<file path="config.mk">
export PLATFORM = sky130hd
export DESIGN_NAME = alu_seq_ctrl
export DESIGN_NICKNAME = d
export VERILOG_FILES = /design/src/rtl/alu_seq_ctrl.sv
export SDC_FILE = /design/constraint.sdc
export NUM_CORES = 1
export LEC_CHECK = 0
export ABC_CLOCK_PERIOD_IN_PS = 1600
export CAP_MARGIN = 40
export CORE_MARGIN = 3
export CORE_UTILIZATION = 45
export CTS_CLUSTER_DIAMETER = 150
export DETAILED_ROUTE_END_ITERATION = 10
export GPL_ROUTABILITY_DRIVEN = 0
export HOLD_SLACK_MARGIN = 0.03
export PLACE_DENSITY = 0.75
export SYNTH_ARGS = -nofsm -noshare
export SYNTH_HDL_FRONTEND = slang
export SYNTH_SLANG_ARGS = --single-unit
</file>
<file path="constraint.sdc">
create_clock -name clk -period 1.6 [get_ports clk]
set_input_delay 0.32 -clock clk [delete_from_list [all_inputs] [get_ports clk]]
set_output_delay 0.32 -clock clk [all_outputs]
set_load 0.02 [all_outputs]
</file>
<file path="src/rtl/alu_seq_ctrl.sv">
// rtl/alu_seq_ctrl.sv - command sequencer driving an external 7-bit ALU from a 4-entry register file
//
// Optional feature macro: ALU_SEQ_REPEAT_EN (ALU ops run cmd_cnt+1 times).
//
// Ports:
//   clk, rst_n                  clock, asynchronous active-low reset
//   cmd_valid/cmd_ready         command handshake (ready only in IDLE)
//   cmd_op, cmd_rd/ra/rb        opcode and register indices
//   cmd_imm_en, cmd_imm         immediate substitution for operand B
//   cmd_cnt                     repeat count (used only with ALU_SEQ_REPEAT_EN)
//   alu_a, alu_b, alu_opsel     registered operands/opcode to the external ALU
//   alu_result, alu_carry/ovf/zero/neg  ALU outputs
//   rsp_valid/rsp_ready         response handshake
//   rsp_data, rsp_flags         final rd value and {carry, ovf, zero, neg}
//   busy                        sequencer is not idle
module alu_seq_ctrl (
    input  logic       clk,
    input  logic       rst_n,
    input  logic       cmd_valid,
    output logic       cmd_ready,
    input  logic [2:0] cmd_op,
    input  logic [1:0] cmd_rd,
    input  logic [1:0] cmd_ra,
    input  logic [1:0] cmd_rb,
    input  logic       cmd_imm_en,
    input  logic [6:0] cmd_imm,
    input  logic [2:0] cmd_cnt,
    output logic [6:0] alu_a,
    output logic [6:0] alu_b,
    output logic [2:0] alu_opsel,
    input  logic [6:0] alu_result,
    input  logic       alu_carry,
    input  logic       alu_ovf,
    input  logic       alu_zero,
    input  logic       alu_neg,
    output logic       rsp_valid,
    input  logic       rsp_ready,
    output logic [6:0] rsp_data,
    output logic [3:0] rsp_flags,
    output logic       busy
);

    localparam logic [2:0] OP_LOAD = 3'b110;
    localparam logic [2:0] OP_NOP  = 3'b111;

    typedef enum logic [2:0] {
        S_IDLE,
        S_READ,
        S_EXEC,
        S_WB,
        S_RESP
    } state_t;

    state_t     state, state_nx;

    logic [6:0] regs [4];
    logic [2:0] op_q;
    logic [1:0] rd_q, ra_q, rb_q;
    logic       imm_en_q;
    logic [6:0] imm_q;
    logic [6:0] res_q;
    logic [3:0] flg_q;
    logic [3:0] flag_reg;
    logic       more_iter;

`ifdef ALU_SEQ_REPEAT_EN
    logic [2:0] cnt_q;
    assign more_iter = (cnt_q != 3'd0);
`else
    logic unused_cnt;
    assign unused_cnt = ^cmd_cnt;
    assign more_iter  = 1'b0;
`endif

    assign cmd_ready = (state == S_IDLE);
    assign busy      = (state != S_IDLE);
    assign rsp_valid = (state == S_RESP);

    always_ff @(posedge clk or negedge rst_n) begin
        if (!rst_n) begin
            state <= S_IDLE;
        end else begin
            state <= state_nx;
        end
    end

    always_comb begin
        state_nx = state;
        case (state)
            S_IDLE: if (cmd_valid) state_nx = S_READ;
            S_READ: begin
                if (op_q == OP_NOP)       state_nx = S_RESP;
                else if (op_q == OP_LOAD) state_nx = S_WB;
                else                      state_nx = S_EXEC;
            end
            S_EXEC: state_nx = S_WB;
            // LOAD never repeats, whatever the latched count says
            S_WB:   state_nx = (op_q != OP_LOAD && more_iter) ? S_READ : S_RESP;
            S_RESP: if (rsp_ready) state_nx = S_IDLE;
            default: state_nx = S_IDLE;
        endcase
    end

    always_ff @(posedge clk or negedge rst_n) begin
        if (!rst_n) begin
            for (int i = 0; i < 4; i++) regs[i] <= '0;
            op_q      <= '0;
            rd_q      <= '0;
            ra_q      <= '0;
            rb_q      <= '0;
            imm_en_q  <= 1'b0;
            imm_q     <= '0;
            res_q     <= '0;
            flg_q     <= '0;
            flag_reg  <= '0;
            alu_a     <= '0;
            alu_b     <= '0;
            alu_opsel <= '0;
            rsp_data  <= '0;
            rsp_flags <= '0;
`ifdef ALU_SEQ_REPEAT_EN
            cnt_q     <= '0;
`endif
        end else begin
            case (state)
                S_IDLE: if (cmd_valid) begin
                    op_q     <= cmd_op;
                    rd_q     <= cmd_rd;
                    ra_q     <= cmd_ra;
                    rb_q     <= cmd_rb;
                    imm_en_q <= cmd_imm_en;
                    imm_q    <= cmd_imm;
`ifdef ALU_SEQ_REPEAT_EN
                    cnt_q    <= cmd_cnt;
`endif
                end
                S_READ: begin
                    alu_a     <= regs[ra_q];
                    alu_b     <= imm_en_q ? imm_q : regs[rb_q];
                    alu_opsel <= op_q;
                    if (op_q == OP_NOP) begin
                        rsp_data  <= regs[rd_q];
                        rsp_flags <= flag_reg;
                    end
                end
                S_EXEC: begin
                    res_q <= alu_result;
                    flg_q <= {alu_carry, alu_ovf, alu_zero, alu_neg};
                end
                S_WB: begin
                    if (op_q == OP_LOAD) begin
                        regs[rd_q] <= imm_q;
                        rsp_data   <= imm_q;
                        rsp_flags  <= flag_reg;
                    end else begin
                        // Written here so a following READ with ra==rd sees it
                        regs[rd_q] <= res_q;
                        flag_reg   <= flg_q;
                        rsp_data   <= res_q;
                        rsp_flags  <= flg_q;
`ifdef ALU_SEQ_REPEAT_EN
                        if (more_iter) cnt_q <= cnt_q - 3'd1;
`endif
                    end
                end
                default: ;
            endcase
        end
    end

endmodule
</file>
### Word-level counts from Yosys, hierarchy flattened

Cells that the tools add are included.

| storage, ports and cells | value |
|---|---|
| logic and storage cells | 68 |
| input port bits | 35 |
| output and inout port bits | 31 |
| register bits | 91 |

| operators by class | value |
|---|---|
| bitwise gates (word level) | 3 |
| $lt $le $gt $ge | 4 |
| muxes and demuxes | 26 |
| equal/unequal tests | 9 |
| reduce and logical (&&, ||, !) cells | 7 |

Operators by type and width:

| cell | number |
|---|---|
| $mux W7 | 10 |
| $bwmux W28 | 2 |
| $bmux W7 S2 | 3 |
| $mux W28 | 1 |
| $pmux W3 S5 | 1 |
| $demux W7 S2 | 1 |
| $pmux W7 S2 | 1 |
| $eq A3 B3 Y1 const B | 3 |
| $ge A3 B3 Y1 const B | 3 |
| $mux W3 | 3 |
| $not A2 Y3 | 3 |
| $mux W4 | 2 |
| $pmux W4 S2 | 1 |
| $eq A3 B2 Y1 const B | 2 |
| $reduce_and A2 Y1 | 3 |
| $ne A2 B2 Y1 const B | 2 |
| $eq A3 B1 Y1 const B | 1 |
| $logic_not A3 Y1 | 1 |
| $lt A3 B1 Y1 const B | 1 |
| $reduce_bool A3 Y1 | 1 |
| $ne A2 B1 Y1 const B | 1 |
| $reduce_bool A2 Y1 | 1 |
| $logic_and A1 B1 Y1 | 1 |
| $mux W1 | 1 |

### Logic depth before layout (Yosys ltp)

| depth | value |
|---|---|
| word-level depth | 7 |
| gate-level depth with buffers | 7 |
| gate-level depth less buffers | 4 |

### Worst setup path after synthesis

OpenSTA, ideal clock, no wires.

| timing path | value |
|---|---|
| path type | register to register |
| start point | register state[1] |
| end point | register imm_q[1] |
| setup time | 0.125 ns |
| path buffers | 3 |
| cell stages (with the launch flop) | 8 |
| setup slack | -0.225 ns |
| period minus slack after synthesis | 1.825 ns |
| data arrival time | 1.700 ns |
| required time | 1.475 ns |
| cell sequence | dfrtp_1 -> buf_6 -> or3_4 -> inv_2 -> and2_4 -> buf_12 -> buf_12 -> mux2_4 |

| on the way | value |
|---|---|
| longest elaborated chain between the ends | 2 |

RTL lines:

| element | line | RTL |
|---|---|---|
| from (decl) | 54 | `state_t state, state_nx;` |
| from (signal assigned) | 83 | `state <= state_nx;` |
| $logic_not A3 Y1 | - |  |
| net cmd_ready | 20 | `output logic cmd_ready,` |
| $reduce_and A2 Y1 (no line) | - |  |
| to (signal assigned) | 132 | `imm_q <= cmd_imm;` |
| to (decl) | 60 | `logic [6:0] imm_q;` |

The timed path passes the listed nets, and every way through them passes these cells.
A chain may end at the register's enable or synchronous reset.

### Worst setup path after layout

| timing path | value |
|---|---|
| start point | register state[0] |
| end point | output port cmd_ready |

| on the way | value |
|---|---|
| longest elaborated chain between the ends | 1 |

RTL lines:

| element | line | RTL |
|---|---|---|
| $logic_not A3 Y1 | 75 | `assign cmd_ready = (state == S_IDLE);` |
| to (decl) | 20 |  |

No other way between the ends.

==> results.md <==
* Global Route Usage Sum at 18.7%
* Die outline area at 0.0107 mm2
* Power per cell area at 2190 mW/mm2
* Number of global-route vias before repair at 2,916
* Total number of H-tree levels at 3
* Worst slack on hold paths at 0.428 ns
* Arrival time worst endpoint at 1.33 ns
* Clock-pin slew on the worst setup and hold paths at 0.09 ns
* Clock net sink count at 91
* Overall via count from detail_route at 2,847
* Number of top-level design ports at 66
* DPL Wire Length at 6.84 mm
* Wire length of the first global-routing pass at 15.9 mm
* Violated checks: setup timing
* Worst supply voltage drop on vdd at 0.00125 V
* Final net count at 419
* Vertical die dimension at 104 um
* Top_reg_cell synth: dfrtp_1
* Remaining design rule violation count at 0
* Maximum number of pins on one net before global-route repair at 31
* Number of DRC violations after detailed-routing iteration 0 at 161
* Async S/R FF share, synth at 100%
* Final Core Density at 64.6%
* Design Area, Final at 0.00580 mm2
* Result of the run: finished with violations
* Largest fanout on the critical path at 2
* Total CTS buffers at 9
* Die width at 104 um
* TritonCTS clock tree: yes
* Sequential fraction of the synthesis area at 53.2%
* Worst setup path category: reg -> out
* Clock insertion delay at the later pin of the skew report at 0.36 ns
* Post-Syn Area per Cell at 15.1 um2
* Antenna diode count at 0
* Clk_skew at 0.0106 ns
* Total Neg Setup Slack at -0.365 ns
* Net count of the mapped netlist at 319
* Hold violation total from the final report at 0
* Synth warnings at 0
* Type of element capturing the critical path: output pin
* Count of final max-slew check failures at 0
* Measured slew at the worst slew-check pin at 0.493 ns
* Number of antenna-violating nets in the routed design at 0
* Total routed wirelength at 9.99 mm
* Root cell of the clock tree: clkbuf_8
* Post-route fraction of the period consumed by the critical path at 103%
* Setup crit start kind: flip-flop
* Count of final setup violators at 28
* Starting Density at 47.7%
* Largest register FFs at 28
* Via density per instance at 5.53
* Yosys cell types at 34
* Number of search-and-repair iterations in the first detailed-routing pass at 4
* Count of placed standard cells in the final layout, fillers left out at 515
* Static Leakage at 2.60 nW
* Initial antenna violation count at 0
* Port Buffers at 62
* Summed instance area of the synthesized netlist at 0.00428 mm2
* Unrepaired setup endpoints after global routing: yes
* Layout area overhead at 35.4%
* Cell count after synthesis at 284
* Number of enable-type register cells in the synthesized netlist at 0
* Drt wl/cell at 19.4 um
* Max clock buf depth at 2
* Row count at 34
* Global-route congestion overflow total at 0
* Final WS setup at -0.0503 ns
* Register containing the most flip-flops in the final layout: regs
* Instance count after placement with tap cells included at 489
* Reported max-cap violation count at 0
* Minimum clock period after layout at 1.65 ns
* Post-placement cell area at 0.00535 mm2
* Slew headroom at 67.1%
* Placeable core area at 0.00898 mm2
* Kind of path behind the tightest hold check: in -> async
* Layout cell share with drive strength beyond 1 at 44.5%
* Fmax achieved at 606 MHz
* Number of register bits inferred by synthesis at 91
* Worst path required time at 1.28 ns
==> cell usage in the layout (no fill, tap or decap), types with 6 or more instances in the layout <==
cell and instances:
a221o_1 7, buf_12 11, dfrtp_1 91, and3_1 6, nor2_1 7, mux4_2 21
mux2i_1 7, mux2_4 27, buf_6 12, dlygate4sd2_1 28, a21oi_1 12, clkbuf_8 9
buf_4 23, mux2_2 46, clkdlybuf4s50_1 30
==> routing by layer <==
layer,GRT usage (%),vias up,part of all wire [%]
met5,0,-,0
met4,3.42,0,0.91
met3,4.35,12,4.0
met2,30.2,72,49
met1,26.4,1493,46
li1,-,1270,-
==> kinds of logic after synthesis <==
group                  share of synthesized area [%]
buffers and inverters                           3.24
muxes                                           32.7
and+or+nand+nor                                 6.05
AOI/OAI and AO/OA                               4.82
DFF                                             53.2
==> report_power, final <==
part	internal, W	switching, W	total, W
Sequential	0.00345	0.000956	0.00441
Combinational	0.00388	0.00278	0.00666
Clock	0.000876	0.000778	0.00165
==> worst max-delay path: stages (launching register included) <==
cell,delay (ns)
dfrtp_1,0.39
or3_4,0.41
inv_4,0.07
buf_6,0.11
==> cells in the mapped netlist, types with 3 or more instances <==
cell type / n / share of area (%)
and3_1: 9 / 1.3
dfrtp_1: 91 / 53
mux2_2: 63 / 17
a21oi_1: 12 / 1.4
nand2_1: 5 / 0.44
o21ai_0: 4 / 0.47
buf_2: 7 / 0.82
mux2_4: 10 / 3.5
mux2i_1: 7 / 1.6
a31oi_1: 4 / 0.58
nor3b_1: 3 / 0.53
a221o_1: 7 / 1.6
nor2_1: 7 / 0.61
nand3_1: 4 / 0.47
clkbuf_1: 4 / 0.35
mux4_2: 21 / 11
==> repair_timing <==
| item | 4_1_cts | 5_1_grt |
|---|---|---|
| hold buffers | 1 | 0 |
| setup endpoints to repair | 74 | 74 |
| pin swaps | 2 | 4 |
| gates cloned | 0 | 2 |
| setup buffers | 5 | 2 |
| endpoints found under the hold margin | 26 | 0 |
| gates resized for setup | 61 | 23 |
==> metrics by stage <==
| step | power, W | setup slack, ns |
|---|---|---|
| 6_report | 0.0127 | -0.0503 |
| 3_5_place_dp | 0.0106 | -0.139 |
| 4_1_cts | 0.0123 | -0.0642 |
| 5_1_grt | 0.0134 | -0.105 |
| 3_3_place_gp | 0.0105 | -0.119 |
| 2_1_floorplan | 0.00823 | -0.195 |
==> layout make-up <==
type / count / area (um2)
Clock buffer: 11 / 131
Clock inverter: 5 / 77.6
Fill cell: 673 / 3180
Inverter: 3 / 13.8
Multi-Input combinational cell: 172 / 2010
Sequential cell: 91 / 2280
Tap cell: 126 / 158
Timing Repair Buffer: 107 / 1130
==> path summary, 6_finish.rpt <==
path                       startpoint     endpoint  slack (ns)  cells past startpoint
min in group clk             res_q[0]     res_q[0]        0.51                      1
max in group asynchronous       rst_n     alu_a[4]        0.67                      3
min                             rst_n     regs[10]        0.43                      2
min reg2reg                  res_q[0]     res_q[0]        0.51                      1
max                          state[0]    cmd_ready       -0.05                      3
max reg2reg                  state[0]  rsp_data[1]       -0.02                      7
(Power assumes the default switching activity.)
